$ cat src/rtl/usbf_csr_arb.sv
// ---------------------------------------------------------------------------
// usbf_csr_arb
// Shares the single CSR register port between the bus interface unit (BIU)
// and the device core's internal register master, in the PHY clock domain.
// Each request becomes exactly one single-cycle CSR strobe followed by a
// one-cycle done pulse to the requester. When both sides are waiting, the
// grant alternates between them (round-robin on the last grant).
//
// Ports
//   phy_clk_i, hrstn_i          clock, synchronous active-low reset
//   b_wt_en_i, b_rd_en_i        BIU enables (already synchronised, level)
//   b_addr_i, b_wdata_i         BIU address / write data, latched on the edge
//   b_rdata_o, b_done_o         BIU read data, completion pulse
//   b_ovf_o                     sticky: BIU edge dropped while one was pending
//   c_req_i, c_we_i             core request (held until done), 1 = write
//   c_addr_i, c_wdata_i         core address / write data
//   c_gnt_o, c_rdata_o, c_done_o core grant, read data, completion pulse
//   csr_wr_o, csr_rd_o          CSR write / read strobes
//   csr_addr_o, csr_wdata_o     CSR address / write data
//   csr_rdata_i                 CSR read data, valid in the read strobe cycle
// ---------------------------------------------------------------------------
module usbf_csr_arb #(
   parameter int AW = 32,
   parameter int DW = 32
) (
   input  logic          phy_clk_i,
   input  logic          hrstn_i,
   input  logic          b_wt_en_i,
   input  logic          b_rd_en_i,
   input  logic [AW-1:0] b_addr_i,
   input  logic [DW-1:0] b_wdata_i,
   output logic [DW-1:0] b_rdata_o,
   output logic          b_done_o,
   output logic          b_ovf_o,
   input  logic          c_req_i,
   input  logic          c_we_i,
   input  logic [AW-1:0] c_addr_i,
   input  logic [DW-1:0] c_wdata_i,
   output logic          c_gnt_o,
   output logic [DW-1:0] c_rdata_o,
   output logic          c_done_o,
   output logic          csr_wr_o,
   output logic          csr_rd_o,
   output logic [AW-1:0] csr_addr_o,
   output logic [DW-1:0] csr_wdata_o,
   input  logic [DW-1:0] csr_rdata_i
);

   typedef enum logic [1:0] {IDLE, ACCESS, DONE} state_t;

   // Grant select / last-grant encoding
   localparam logic SEL_BIU  = 1'b0;
   localparam logic SEL_CORE = 1'b1;

   state_t        r_state;
   logic          r_gsel;
   logic          r_lastGnt;
   logic          r_bPend;
   logic          r_bWe;
   logic          r_bWtPrev;
   logic          r_bRdPrev;
   logic          r_bOvf;
   logic [AW-1:0] r_bAddr;
   logic [DW-1:0] r_bWdata;
   logic [AW-1:0] r_addrHold;
   logic [DW-1:0] r_wdataHold;
   logic [DW-1:0] r_bRdata;
   logic [DW-1:0] r_cRdata;

   logic          w_bWtRise;
   logic          w_bRdRise;
   logic          w_bEdge;
   logic          w_winner;
   logic          w_inAccess;
   logic          w_accWe;
   logic [AW-1:0] w_accAddr;
   logic [DW-1:0] w_accWdata;

   // BIU requests are the rising edges of the synchronised enable levels.
   assign w_bWtRise = b_wt_en_i & ~r_bWtPrev;
   assign w_bRdRise = b_rd_en_i & ~r_bRdPrev;
   assign w_bEdge   = w_bWtRise | w_bRdRise;

   // On a tie the side that was not granted last wins; otherwise whoever asks.
   assign w_winner = (r_bPend && c_req_i) ? ~r_lastGnt :
                     (c_req_i ? SEL_CORE : SEL_BIU);

   // The core's address, data and type are taken live in the access cycle;
   // the BIU's come from the values latched at its enable edge.
   assign w_inAccess = (r_state == ACCESS);
   assign w_accWe    = (r_gsel == SEL_CORE) ? c_we_i    : r_bWe;
   assign w_accAddr  = (r_gsel == SEL_CORE) ? c_addr_i  : r_bAddr;
   assign w_accWdata = (r_gsel == SEL_CORE) ? c_wdata_i : r_bWdata;

   // Outside the access cycle the CSR bus shows the last driven values.
   assign csr_wr_o    = w_inAccess &  w_accWe;
   assign csr_rd_o    = w_inAccess & ~w_accWe;
   assign csr_addr_o  = w_inAccess ? w_accAddr  : r_addrHold;
   assign csr_wdata_o = w_inAccess ? w_accWdata : r_wdataHold;

   assign c_gnt_o  = w_inAccess & (r_gsel == SEL_CORE);
   assign b_done_o = (r_state == DONE) & (r_gsel == SEL_BIU);
   assign c_done_o = (r_state == DONE) & (r_gsel == SEL_CORE);
   assign b_ovf_o  = r_bOvf;
   assign b_rdata_o = r_bRdata;
   assign c_rdata_o = r_cRdata;

   // BIU front end plus the IDLE -> ACCESS -> DONE sequencer. A BIU edge that
   // arrives while one is still pending is dropped and flagged as overflow.
   // The pending flag is released as the BIU access leaves ACCESS, so a new
   // edge during its DONE cycle is accepted.
   always_ff @(posedge phy_clk_i) begin
      if (!hrstn_i) begin
         r_state     <= IDLE;
         r_gsel      <= SEL_BIU;
         r_lastGnt   <= SEL_CORE;
         r_bPend     <= 1'b0;
         r_bWe       <= 1'b0;
         r_bWtPrev   <= 1'b0;
         r_bRdPrev   <= 1'b0;
         r_bOvf      <= 1'b0;
         r_bAddr     <= '0;
         r_bWdata    <= '0;
         r_addrHold  <= '0;
         r_wdataHold <= '0;
         r_bRdata    <= '0;
         r_cRdata    <= '0;
      end else begin
         r_bWtPrev <= b_wt_en_i;
         r_bRdPrev <= b_rd_en_i;

         if (w_bEdge) begin
            if (r_bPend) begin
               r_bOvf <= 1'b1;
            end else begin
               r_bPend  <= 1'b1;
               r_bWe    <= w_bWtRise;
               r_bAddr  <= b_addr_i;
               r_bWdata <= b_wdata_i;
            end
         end

         case (r_state)
            IDLE: begin
               if (r_bPend || c_req_i) begin
                  r_gsel    <= w_winner;
                  r_lastGnt <= w_winner;
                  r_state   <= ACCESS;
               end
            end
            ACCESS: begin
               r_addrHold  <= w_accAddr;
               r_wdataHold <= w_accWdata;
               if (!w_accWe) begin
                  if (r_gsel == SEL_CORE) r_cRdata <= csr_rdata_i;
                  else                    r_bRdata <= csr_rdata_i;
               end
               if (r_gsel == SEL_BIU) r_bPend <= 1'b0;
               r_state <= DONE;
            end
            DONE: begin
               r_state <= IDLE;
            end
            default: begin
               r_state <= IDLE;
            end
         endcase
      end
   end

endmodule

$ cat config.mk
export PLATFORM = sky130hd
export DESIGN_NAME = usbf_csr_arb
export DESIGN_NICKNAME = d
export VERILOG_FILES = /design/src/rtl/usbf_csr_arb.sv
export SDC_FILE = /design/constraint.sdc
export NUM_CORES = 1
export LEC_CHECK = 0
export ABC_AREA = 1
export BUFFER_PORTS_ARGS = -buffer_cell sky130_fd_sc_hd__buf_2
export CAP_MARGIN = 20
export CORE_MARGIN = 2
export CORE_UTILIZATION = 50
export DETAILED_ROUTE_END_ITERATION = 7
export PLACE_DENSITY_LB_ADDON = 0.1
export SETUP_SLACK_MARGIN = 0.4
export SLEW_MARGIN = 5
export SYNTH_ARGS = -nofsm -noshare
export SYNTH_HDL_FRONTEND = slang
export SYNTH_SLANG_ARGS = --single-unit
export TNS_END_PERCENT = 5
$ cat constraint.sdc
create_clock -name phy_clk_i -period 1.45 [get_ports phy_clk_i]
set_input_delay 0.0725 -clock phy_clk_i [delete_from_list [all_inputs] [get_ports phy_clk_i]]
set_output_delay 0.0725 -clock phy_clk_i [all_outputs]
set_load 0.01 [all_outputs]
# Word level (Yosys, flattened, before mapping)
# Cells that the tools add are included.
# classes
eq_ne,3
mux,12
n_bitwise,14
reduce_logical,8
# ops
operator,count
32-bit 2-to-1 mux,4
1-bit AND,7
1-bit 2-to-1 mux,6
1-bit NOT,6
2-bit AND reduction,3
3-bit AND reduction,2
2-bit one-hot mux with 2 select lines,1
2-bit by 1-bit == test with 1-bit output (second input constant),1
2-bit == test (second input constant),1
2-bit zero test,1
2-bit 2-to-1 mux,1
2-bit != test (second input constant),1
1-bit logical AND,1
1-bit logical OR,1
1-bit OR,1
# word_totals
ff_bits,201
inputBits,166
out_inout_bits,134

# Logic depth before layout (Yosys ltp)
# logic_depth
word_depth,6
ltp_mapped,8

# Worst setup path before layout
# OpenSTA, ideal clock, no wires.
# synth_path
path_type,flip-flop to flip-flop
start,reg r_state[1]
end,reg r_cRdata[11] (netlist: c_rdata_o[11])
setup_ns,0.112
arrival_ns,1.006
required_ns,1.338
slack_ns,0.333
path_stages_with_launch,9
path_buffers,2
synth_period_minus_slack_ns,1.117
path_cell_list,dfxtp_1 -> inv_1 -> nand2_4 -> inv_2 -> buf_6 -> buf_4 -> nand3_1 -> nand2_1 -> nor2_1
# synth_between
elab_chain_cells,2
# synth_lines
item,line,rtl
start: declaration,55,state_t r_state;
start signal: assignment,114,r_state <= IDLE;
start signal: assignment,148,r_state <= ACCESS;
start signal: assignment,159,r_state <= DONE;
2-bit by 1-bit == test with 1-bit output,143,case (r_state)
3-bit AND reduction (no source line),n/a,
end signal: assignment,155,if (r_gsel == SEL_CORE) r_cRdata <= csr_rdata_i;
end: declaration,68,logic [DW-1:0] r_cRdata;
# No other way between the ends.
# A chain may end at the register's enable or synchronous reset.

# Worst setup path in the final report
# layout_path
start,reg r_gsel
end,out csr_addr_o[0]
# layout_between
elab_chain_cells,2
# layout_lines
item,line,rtl
start: declaration,56,logic r_gsel;
start signal: assignment,146,r_gsel <= w_winner;
32-bit 2-to-1 mux,92,assign w_accAddr = (r_gsel == SEL_CORE) ? c_addr_i : r_bAddr;
32-bit 2-to-1 mux,n/a,
end: declaration,44,"output logic [AW-1:0] csr_addr_o,"
# No other way between the ends.

==> results_dict.tcl <==
set metrics [dict create \
    timing.hold.worst_path_depth 5 \
    slew-limit-headroom_pct 65.9 \
    crit_arrival_ns 1.65 \
    vias 9702 \
    final.period_utilization_pct 119 \
    post-synth-top-area-cell "sky130_fd_sc_hd__dfxtp_1" \
    floorplan.die_area_mm2 0.0182 \
    p_leak_uw 0.00677 \
    post_synth_fa_ha_maj_area_fraction_pct 0 \
    largest_net_degree_at_the_start_of_global_routing 50 \
    synth_simple_gate_area_share_pct 37.4 \
    die_w_um 135 \
    routed_wl_um 28900 \
    leading_cell_type_by_number_of_instances_after_synthesis "sky130_fd_sc_hd__nand2_1" \
    number_of_input_and_output_port_buffers_inserted 299 \
    global_route.overflow_total 0 \
    timing.final.ws_setup_ns -0.276 \
    final.min_clock_period_ns 1.73 \
    tightestPinTransition_ns 0.512 \
    synth_top_area_share_pct 47.0 \
    post-layout-total-power_uw 15200 \
    synth_area_leaders "sky130_fd_sc_hd__dfxtp_1 47%, sky130_fd_sc_hd__nand2_1 23%, sky130_fd_sc_hd__a21oi_1 7.7%" \
    synth_async_sr_flop_share_pct 0 \
    critical_path.slowest_cell "sky130_fd_sc_hd__dfxtp_4" \
    vias_per_cell 5.17 \
    required_ns 1.38 \
    ir_worst_vdd_v 0.000955 \
    fin_hold_ws_ns -0.0689 \
    worstPathMaxFanout 16 \
    number_of_storage_elements_in_the_synthesis_netlist 201 \
    max_cap_violations 0 \
    worst_hold_path_type "in -> reg" \
    io-pin-count 300 \
    final_nets 1804 \
    grt_pass1_wl_um 44600 \
    synth_common_cells "522 x sky130_fd_sc_hd__nand2_1, 201 x sky130_fd_sc_hd__dfxtp_1, 136 x sky130_fd_sc_hd__nor2_1" \
    drt_first_iter_violations 606 \
    remaining_drc_errors 0 \
    post_synth.cell_area_avg_um2 6.79 \
    timing.critical_path.from_type "register" \
    standard_cell_area_after_detailed_placement_mm2 0.0103 \
    track_usage_pct 30.1 \
    power_density_mw_per_mm2 1130 \
    final_max_slew_viol_count 0 \
    postRouteAntennaNets 0 \
    fin_skew_ns 0.00626 \
    clock_sink_count 201 \
    crit_type "reg -> out" \
    cts-hold-fix-buffers 100 \
    ff2ff_setup_slack_ns -0.03 \
    synth_top_family_by_area "simple AND/OR/NAND/NOR gates" \
    synthesis.instances 1263 \
    final-setup-viol-count 74 \
    cp_common_cell "sky130_fd_sc_hd__nand2_1" \
    main_flop_type_after_synthesis "sky130_fd_sc_hd__dfxtp_1" \
    vias_in_the_first_global_route 9167 \
    critical_path_start "r_gsel" \
    synth_compound_area_share_pct 7.78 \
    final_design_instance_area_without_fill_mm2 0.0134 \
    die_h_um 135 \
    timing.fmax_mhz 579 \
    yosys.cell_types.count 20 \
    timing.final.hold_violations 63 \
    xor_xnor_fraction_of_synth_area_pct 0 \
    met3_layer_usage_reported_by_global_route_pct 4.62 \
    reg2reg_from "r_state[1]" \
    gpl.final_weighted_congestion 0.812 \
    timing.rr.end "b_rdata_o[3]" \
    grt.met1_usage_pct 38.5 \
    grt_use_met2_pct 52.0 \
    cp_cell_sequence "inv_8 -> buf_12 -> nand2_1 -> nand2_1 -> nand2_1 -> nand2_1 -> buf_2" \
    syn-num-nets 1429 \
    worst_setup_hold_path_clk_slew_ns 0.06 \
    detailedPlacementHpwl_um 16800 \
    drt_first_pass_iters 7 \
    yosysWarningCount 0 \
    clockBufferDepth 3 \
    core_area_mm2 0.0166 \
    initial_core_util_pct 51.5 \
    cpPeakStageDelay_ns 0.38 \
    htree_levels 1 \
    critical_path.endpoint "csr_addr_o[0]" \
    antenna_found_initial 3 \
    global_route_hottest_layer "met2" \
    layout-drive-gt1-share_pct 35.3 \
    run_status "complete, but fails checks" \
    cts_buffers 22 \
    final_sum_of_negative_setup_slack_ns -14.54 \
    number_of_synthesized_flops_with_an_enable_pin 0 \
    synth.cell_area_mm2 0.00857 \
    clock_insertion_delay_worst_skew_ns 0.51 \
    muxShareOfSynthArea_pct 0 \
    critPathCaptureType "output pin" \
    detail_route.wl_per_cell_um 15.4 \
    postLayoutCoreUtil_pct 80.5 \
    clock-root-buffer "sky130_fd_sc_hd__clkbuf_16" \
    seq_area_frac_synth_pct 47.0 \
    failed_checks "hold timing, setup timing" \
    area_growth_pct 56.4 \
    rsz0062_at_grt "yes" \
    placementRows 47 \
    tritoncts "done" \
    ff2ff_path_depth 8 \
]
==> cell families after synthesis <==
kind of cell / after synthesis
flip-flops: 201
AND/OR/NAND/NOR: 797
AO/OA/AOI/OAI: 133
buffers and inverters: 132
==> layer usage <==
metal,part of all wire (%),up-vias
met3,7.1,60
li1,-,4742
met5,0.045,-
met4,2.5,2
met2,49,391
met1,41,4507
==> through the flow <==
stage	cells	setup slack (ns)	hold slack, ns
floorplan	1263	0.381	0.166
global placement	1722	0.170	0.266
detailed placement	1722	0.165	0.272
CTS	1871	-0.258	-0.0765
global route	1875	-0.350	-0.0462
finish	1876	-0.276	-0.0689
==> worst min path at each step <==
stage | startpoint | end | slack (ns)
2_1_floorplan | b_rd_en_i | r_bRdPrev | 0.17
3_3_place_gp | b_rd_en_i | r_bRdPrev | 0.27
3_5_place_dp | b_rd_en_i | r_bRdPrev | 0.27
4_1_cts | c_wdata_i[6] | r_wdataHold[6] | -0.08
5_1_grt | c_wdata_i[23] | r_wdataHold[23] | -0.05
6_report | c_wdata_i[6] | r_wdataHold[6] | -0.07
==> cell type report <==
class	count	area (um2)
sequential	201	4070
multi-input combinational	930	4690
clock inverter	5	56.3
antenna	3	7.51
inverter	41	176
fill	1162	3240
clock buffer	34	667
tap	220	275
timing repair buffer	442	3460
==> report_power, final <==
group,internal [uW],leakage (uW),total (uW),switching [uW]
Combinational,1520,0.00476,3420,1890
Sequential,5890,0.00165,6170,274
Clock,3340,0.000353,5600,2260
Total,10800,0.00677,15200,4430
==> layout by cell type, fill, tap and decap left out, types with 4 or more instances in the layout <==
cell / n
sky130_fd_sc_hd__dfxtp_1: 168
sky130_fd_sc_hd__dlygate4sd3_1: 100
sky130_fd_sc_hd__nand2_4: 52
sky130_fd_sc_hd__dfxtp_2: 32
sky130_fd_sc_hd__nand2_2: 22
sky130_fd_sc_hd__buf_6: 37
sky130_fd_sc_hd__clkbuf_8: 5
sky130_fd_sc_hd__buf_4: 14
sky130_fd_sc_hd__nand3_1: 127
sky130_fd_sc_hd__a21oi_2: 63
sky130_fd_sc_hd__inv_1: 34
sky130_fd_sc_hd__buf_12: 17
sky130_fd_sc_hd__buf_2: 262
sky130_fd_sc_hd__nor2_2: 11
sky130_fd_sc_hd__nand3_2: 4
sky130_fd_sc_hd__nand2_1: 449
sky130_fd_sc_hd__clkbuf_1: 6
sky130_fd_sc_hd__nor2_1: 113
sky130_fd_sc_hd__nor2_4: 14
sky130_fd_sc_hd__a21oi_1: 68
sky130_fd_sc_hd__buf_8: 4
sky130_fd_sc_hd__clkbuf_16: 25
sky130_fd_sc_hd__buf_16: 4
==> state kept, by name, indices dropped and copies added, names as in the netlist, 2 cells and up <==
| register | cells |
|---|---|
| b_rdata_o | 32 |
| c_rdata_o | 32 |
| r_bAddr | 32 |
| r_addrHold | 32 |
| r_wdataHold | 32 |
| r_bWdata | 32 |
| r_state | 2 |
==> worst max-delay path, delay by kind of cell (launching register included) <==
family / cells / cell delay [ns]
buffers and inverters: 3 / 0.45
flip-flops: 1 / 0.38
AND/OR/NAND/NOR: 4 / 0.32
==> repair_timing <==
action | 4_1_cts | 5_1_grt
cloned | 4 | 2
setup buffers | 6 | 0
hold endpoints to repair | 198 | 47
setup endpoints to repair | 294 | 323
resized for setup | 242 | 79
pin swaps | 167 | 124
Power figures use the tool's default switching activity.
